## src/rtl/usr_burst_shifter.sv

```systemverilog
// Universal shift register with serial ports and an N-step burst engine.
// Define USR_ROTATE_EN to enable the rotate modes (100/101).
module usr_burst_shifter #(
  parameter int WIDTH = 8,
  parameter int CNT_W = 4
) (
  input  logic             clock,
  input  logic             reset,
  input  logic [2:0]       MODE,
  input  logic [WIDTH-1:0] DATAIN,
  input  logic             SIN_R,
  input  logic             SIN_L,
  input  logic             START,
  input  logic [CNT_W-1:0] COUNT,
  output logic [WIDTH-1:0] DATAOUT,
  output logic             SOUT_R,
  output logic             SOUT_L,
  output logic             BUSY,
  output logic             DONE
);

  typedef enum logic {
    IDLE,
    RUN
  } state_t;

  localparam logic [2:0] M_HOLD = 3'b000;
  localparam logic [2:0] M_SHR  = 3'b001;
  localparam logic [2:0] M_SHL  = 3'b010;
  localparam logic [2:0] M_LOAD = 3'b011;
  localparam logic [2:0] M_ROR  = 3'b100;
  localparam logic [2:0] M_ROL  = 3'b101;
  localparam logic [2:0] M_ASR  = 3'b110;
  localparam logic [2:0] M_CLR  = 3'b111;

  localparam logic [CNT_W-1:0] CNT_ONE = CNT_W'(1);

  state_t           state_q, state_d;
  logic [2:0]       mode_q, mode_d;
  logic [CNT_W-1:0] rem_q, rem_d;
  logic [WIDTH-1:0] data_q, data_d;
  logic             done_q, done_d;

  function automatic logic [WIDTH-1:0] step_f(
    input logic [2:0]       m,
    input logic [WIDTH-1:0] d,
    input logic             sr,
    input logic             sl,
    input logic [WIDTH-1:0] din
  );
    logic [WIDTH-1:0] r;
    r = d;
    case (m)
      M_HOLD: r = d;
      M_SHR:  r = {sr, d[WIDTH-1:1]};
      M_SHL:  r = {d[WIDTH-2:0], sl};
      M_LOAD: r = din;
`ifdef USR_ROTATE_EN
      M_ROR:  r = {d[0], d[WIDTH-1:1]};
      M_ROL:  r = {d[WIDTH-2:0], d[WIDTH-1]};
`else
      M_ROR:  r = d;
      M_ROL:  r = d;
`endif
      M_ASR:  r = {d[WIDTH-1], d[WIDTH-1:1]};
      M_CLR:  r = '0;
      default: r = d;
    endcase
    return r;
  endfunction

  // Only modes whose repeated application is meaningful get a RUN phase.
  function automatic logic burst_f(input logic [2:0] m);
    logic b;
    b = 1'b0;
    case (m)
      M_SHR, M_SHL, M_ASR: b = 1'b1;
`ifdef USR_ROTATE_EN
      M_ROR, M_ROL:        b = 1'b1;
`endif
      default:             b = 1'b0;
    endcase
    return b;
  endfunction

  always_comb begin
    state_d = state_q;
    mode_d  = mode_q;
    rem_d   = rem_q;
    data_d  = data_q;
    done_d  = 1'b0;
    unique case (state_q)
      IDLE: begin
        if (START && burst_f(MODE) && (COUNT != '0)) begin
          mode_d  = MODE;
          rem_d   = COUNT;
          state_d = RUN;
        end else begin
          data_d = step_f(MODE, data_q, SIN_R, SIN_L, DATAIN);
          done_d = START;
        end
      end
      RUN: begin
        data_d = step_f(mode_q, data_q, SIN_R, SIN_L, DATAIN);
        rem_d  = rem_q - CNT_ONE;
        if (rem_q == CNT_ONE) begin
          state_d = IDLE;
          done_d  = 1'b1;
        end
      end
      default: state_d = IDLE;
    endcase
  end

  always_ff @(posedge clock or negedge reset) begin
    if (!reset) begin
      state_q <= IDLE;
      mode_q  <= M_HOLD;
      rem_q   <= '0;
      data_q  <= '0;
      done_q  <= 1'b0;
    end else begin
      state_q <= state_d;
      mode_q  <= mode_d;
      rem_q   <= rem_d;
      data_q  <= data_d;
      done_q  <= done_d;
    end
  end

  assign DATAOUT = data_q;
  assign SOUT_R  = data_q[0];
  assign SOUT_L  = data_q[WIDTH-1];
  assign BUSY    = (state_q == RUN);
  assign DONE    = done_q;

endmodule

```

## config.mk

```make
export PLATFORM = sky130hd
export DESIGN_NAME = usr_burst_shifter
export DESIGN_NICKNAME = d
export VERILOG_FILES = /design/src/rtl/usr_burst_shifter.sv
export SDC_FILE = /design/constraint.sdc
export NUM_CORES = 1
export LEC_CHECK = 0
export ABC_AREA = 1
export CAP_MARGIN = 25
export CORE_MARGIN = 10
export CORE_UTILIZATION = 40
export CTS_CLUSTER_SIZE = 24
export DETAILED_ROUTE_END_ITERATION = 16
export GPL_ROUTABILITY_DRIVEN = 0
export PLACE_DENSITY = 0.7
export SYNTH_ARGS = -nofsm -noshare
export SYNTH_HDL_FRONTEND = slang
export SYNTH_SLANG_ARGS = --single-unit
```

## constraint.sdc

```tcl
create_clock -name clock -period 1.19 [get_ports clock]
set_input_delay 0.1785 -clock clock [delete_from_list [all_inputs] [get_ports clock]]
set_output_delay 0.1785 -clock clock [all_outputs]
set_load 0.01 [all_outputs]
```

; Word level (Yosys, flattened, before mapping)
; Cells that the tools add are included.
[op_classes]
n_addsub = 1
eq_ne = 21
n_mux = 14
n_bitwise = 1
reduce_logical = 11
[op_table]
columns = operator, count
row1 = one-hot mux 8 bit (5 select lines), 2
row2 = "== test 3 bit, second input constant", 8
row3 = one-hot mux 8 bit (2 select lines), 1
row4 = "== test 3 x 2 -> 1 bit, second input constant", 4
row5 = "inequality test 2 bit, second input constant", 6
row6 = OR reduction 3 bit, 3
row7 = two-way mux 8 bit, 1
row8 = one-hot mux 4 bit (2 select lines), 1
row9 = "== test 3 x 1 -> 1 bit, second input constant", 2
row10 = logical NOT 3 bit, 2
row11 = two-way mux 1 bit, 6
row12 = AND reduction 5 bit, 1
row13 = "== test 4 x 1 -> 1 bit, second input constant", 1
row14 = two-way mux 4 bit, 1
row15 = one-hot mux 1 bit (2 select lines), 2
row16 = nonzero test 4 bit, 1
row17 = "subtractor 4 x 1 -> 4 bit, second input constant", 1
row18 = AND reduction 3 bit, 1
row19 = logical AND 1 bit, 2
row20 = AND reduction 2 bit, 1
row21 = NOT 1 bit, 1
[totals]
ff_bits = 17
input_bits = 20
out_inout_bits = 12
wordCells = 54

; Logic depth before layout (Yosys ltp)
[depth]
depth_word = 8
depth_mapped = 8
mapped_depth_nobuf = 8

; Worst setup path after synthesis
; No wires, ideal clock.
[synth_timing]
path_kind = register to register
startpoint = register state_q, in the netlist BUSY
endpoint = register rem_q[3]
setup_ns = 0.129
arrival_time_ns = 1.047
required_time_ns = 1.061
setup_slack_ns = 0.014
stages_incl_launch_ff = 6
path_buffers = 2
period_less_slack_ns = 1.176
cell_sequence = dfrtp_1 > buf_2 > buf_2 > a31oi_1 > o21ai_0 > nand3_1
[synth_via]
elab_chain_len = 2
elab_cells_between_ends = 3
cone_classes = eq/ne (1) / mux (1) / bitwise (1)
[synth_lines]
columns = item, line
row1 = "start, declared", 38  ; state_t state_q, state_d;
row2 = "start signal, assigned", 123  ; state_q <= state_d;
row3 = NOT 1 bit (no line), n/a
row4 = one-hot mux 4 bit (2 select lines) / inequality test 2 bit (equally long branches), n/a
row5 = "end signal, assigned", 125  ; rem_q <= rem_d;
row6 = "end, declared", 40  ; logic [CNT_W-1:0] rem_q, rem_d;
; Parallel ways exist; a longest one is shown, timed or not.
; A chain may end at the register's enable or synchronous reset.

; Worst setup path after layout
[layout_timing]
startpoint = register mode_q[0]
endpoint = register data_q[3], in the netlist DATAOUT[3]
[layout_via]
elab_chain_len = 4
elab_cells_between_ends = 13
cone_classes = eq/ne (8) / mux (2) / reduce/logical (3)
[layout_lines]
columns = item, line
row1 = "start, declared", 39  ; logic [2:0] mode_q, mode_d;
row2 = "start signal, assigned", 124  ; mode_q <= mode_d;
row3 = == test 3 bit / logical NOT 3 bit (equally long branches), 53  ; case (m)
row4 = OR reduction 3 bit (no line), n/a
row5 = inequality test 2 bit (no line), n/a
row6 = AND reduction 3 bit (no line), n/a
row7 = "end signal, assigned", 126  ; data_q <= data_d;
row8 = "end, declared", 41  ; logic [WIDTH-1:0] data_q, data_d;
; Parallel ways exist; a longest one is shown, timed or not.

==> flow_metrics.tcl <==
set metrics [dict create \
    reg2reg_depth 6 \
    syn-mean-instance-area_um2 6.31 \
    numPortBuffers 31 \
    fp.dieH_um 76.7 \
    routed_via_density 4.88 \
    synth.area.top_cells "dfrtp_1 33%, nand2_1 12%, a21oi_1 10%" \
    grt_pass1_wl_um 6330 \
    period_share 0.995 \
    ctsRootBufferMaster "clkbuf_4" \
    h-tree-depth 1 \
    syn_nets 226 \
    rsz0062_at_grt "yes" \
    critPathTopFamily "flip-flops" \
    relSlewSlack 0.743 \
    pre_cts_ws_ns -0.485 \
    slowest_stage "dfrtp_2" \
    dr_total_vias 1528 \
    drtIter0Drc 124 \
    period_needed_ns 1.18 \
    grt.overflow.total 0 \
    cp.arrival_ns 1.37 \
    layoutNonFillerInstCount 313 \
    drcViolationCount 0 \
    yosys.area.top_type "dfrtp_1" \
    clock_sinks 17 \
    tritoncts "yes" \
    status "finished clean" \
    hold_path_class "input pin to async pin" \
    setup_viol 0 \
    io_pins 32 \
    grt_pass1_vias 1377 \
    start_util 0.418 \
    grtUsageTotal 0.124 \
    skew_ns 0.00175 \
    ant_nets 0 \
    cp_max_fo 5 \
    core_area_mm2 0.00308 \
    path_buf_inv 2 \
    p_total_uw 4490 \
    post-place-cells 305 \
    p_leak_uw 0.00102 \
    area_delta_synth_final_pct 56.7 \
    die_x_um 76.7 \
    cp.depth 6 \
    ir_drop_v 0.00129 \
    synth_cell_types 23 \
    firstDrtPassIters 4 \
    cts_max_path_buffers 2 \
    start_kind "flip-flop" \
    dp_hpwl_um 2940 \
    clk_pin_slew_ns 0.10 \
    holdWs_ns 0.205 \
    antennaDiodeCount 0 \
    drv_cap 0 \
    final_core_util 0.655 \
    max_freq_mhz 845 \
    final-hold-violation-count 0 \
    finalWirelength_um 3940 \
    placementRows 20 \
    netlist_instances 204 \
    cts_buffers 3 \
    worstMarginPinSlew_ns 0.385 \
    max_stage_delay_ns 0.44 \
    wl_per_cell_um 12.6 \
    antenna_found_initial 0 \
    dieArea_mm2 0.00588 \
    required_ns 1.38 \
    yosysSeqAreaShare 0.331 \
    ys_ff_latch 17 \
    setup_slack_ns 0.00630 \
    worstSkewPairLatency_ns 0.29 \
    ys_warn_count 0 \
    drive_above_1_share 0.264 \
    fin_nets 292 \
    slew_violations 0 \
    synth_top_area_share 0.331 \
    syn_area_mm2 0.00129 \
    worstSetupEndpointType "flip-flop" \
    powerDensity_mw_per_mm2 2230 \
    crit_chain "inv_2, o21ai_1, nand2_2, buf_4, nand3_1, nand2_1" \
    path_class "flip-flop to flip-flop" \
    grt_max_degree 18 \
]
metal layers:
metal / GRT usage / vias up / part of all wire
met5: 0 / - / 0
met4: 0.0372 / 0 / 0.0096
met3: 0.0315 / 4 / 0.051
met2: 0.200 / 30 / 0.48
met1: 0.158 / 705 / 0.46
li1: - / 789 / -
cell type report:
| cell class | instances | area, um^2 |
|---|---|---|
| sequential | 17 | 429 |
| fill | 288 | 1060 |
| clock buffer | 4 | 26.3 |
| inverter | 31 | 116 |
| tap | 44 | 55.1 |
| multi-input combinational | 152 | 815 |
| timing repair buffer | 65 | 574 |
per-stage QoR:
step	cell area (um^2)	TNS [ns]
3_5_place_dp	1870	-6.81
3_3_place_gp	1870	-6.71
5_1_grt	2020	-0.584
6_report	2020	0
2_1_floorplan	1290	0
4_1_cts	1930	-0.0188
sequential cells by signal (all words and copies together), names as in the netlist:
register	flops
BUSY	1
DATAOUT	8
mode_q	3
rem_q	4
DONE	1
cells in the mapped netlist:
| cell | number |
|---|---|
| buf_2 | 2 |
| o21a_1 | 1 |
| a21boi_0 | 1 |
| o21ai_0 | 9 |
| nand2_1 | 42 |
| nand2_4 | 1 |
| nor2_4 | 1 |
| buf_4 | 2 |
| nand4_1 | 3 |
| nand3_2 | 1 |
| clkbuf_1 | 1 |
| xor2_1 | 1 |
| inv_1 | 30 |
| a21oi_1 | 26 |
| dfrtp_1 | 17 |
| nand2_2 | 2 |
| nand3_1 | 23 |
| ha_1 | 2 |
| a31oi_1 | 1 |
| nor2_1 | 33 |
| o211ai_1 | 2 |
| inv_2 | 1 |
| o21ai_1 | 2 |
logic make-up after synthesis:
kind of cell | Yosys count | synth area share
AOI/OAI and AO/OA | 42 | 0.172
xor gates and xnor gates | 1 | 0.00681
adders and majority gates | 2 | 0.0195
buffers and inverters | 36 | 0.113
DFF | 17 | 0.331
and+or+nand+nor | 106 | 0.358
final timing paths:
check                           startpoint    endpoint  slack (ns)
min in group clock                 MODE[2]   mode_q[2]        0.25
worst max register to register   mode_q[0]  DATAOUT[3]       0.006
worst max-delay path             mode_q[0]  DATAOUT[3]       0.006
worst min register to register    rem_q[2]    rem_q[3]        0.60
worst min-delay path                 reset   mode_q[2]        0.21
max in group asynchronous            reset        BUSY        0.77
where the power goes:
group,leakage (uW),switching (uW),internal (uW)
Sequential,0.000204,225,877
Combinational,0.000806,1660,1420
Clock,0.0000150,184,130
cell usage in the layout (no fill, tap or decap), types with 3 or more instances in the layout:
master,instances
nand3_2,4
dlygate4sd2_1,7
nor2_1,30
dfrtp_1,14
clkbuf_4,3
o21ai_1,4
nand2_1,36
dfrtp_2,3
nor2_2,4
nand4_1,3
nand3_1,19
clkdlybuf4s50_1,16
o21ai_0,5
a21oi_1,22
inv_2,5
buf_4,31
nand2_2,7
clkdlybuf4s15_1,6
inv_1,26
a21oi_2,3
repair_timing:
action                                  CTS  global route
hold buffers                              0             0
endpoints found under the setup margin   28            22
gates cloned                              1             0
resized for setup                        29            30
pin swaps                                 2             6
hold endpoints to repair                  0             0
buffers inserted                          0             3
Power figures use the tool's default switching activity.
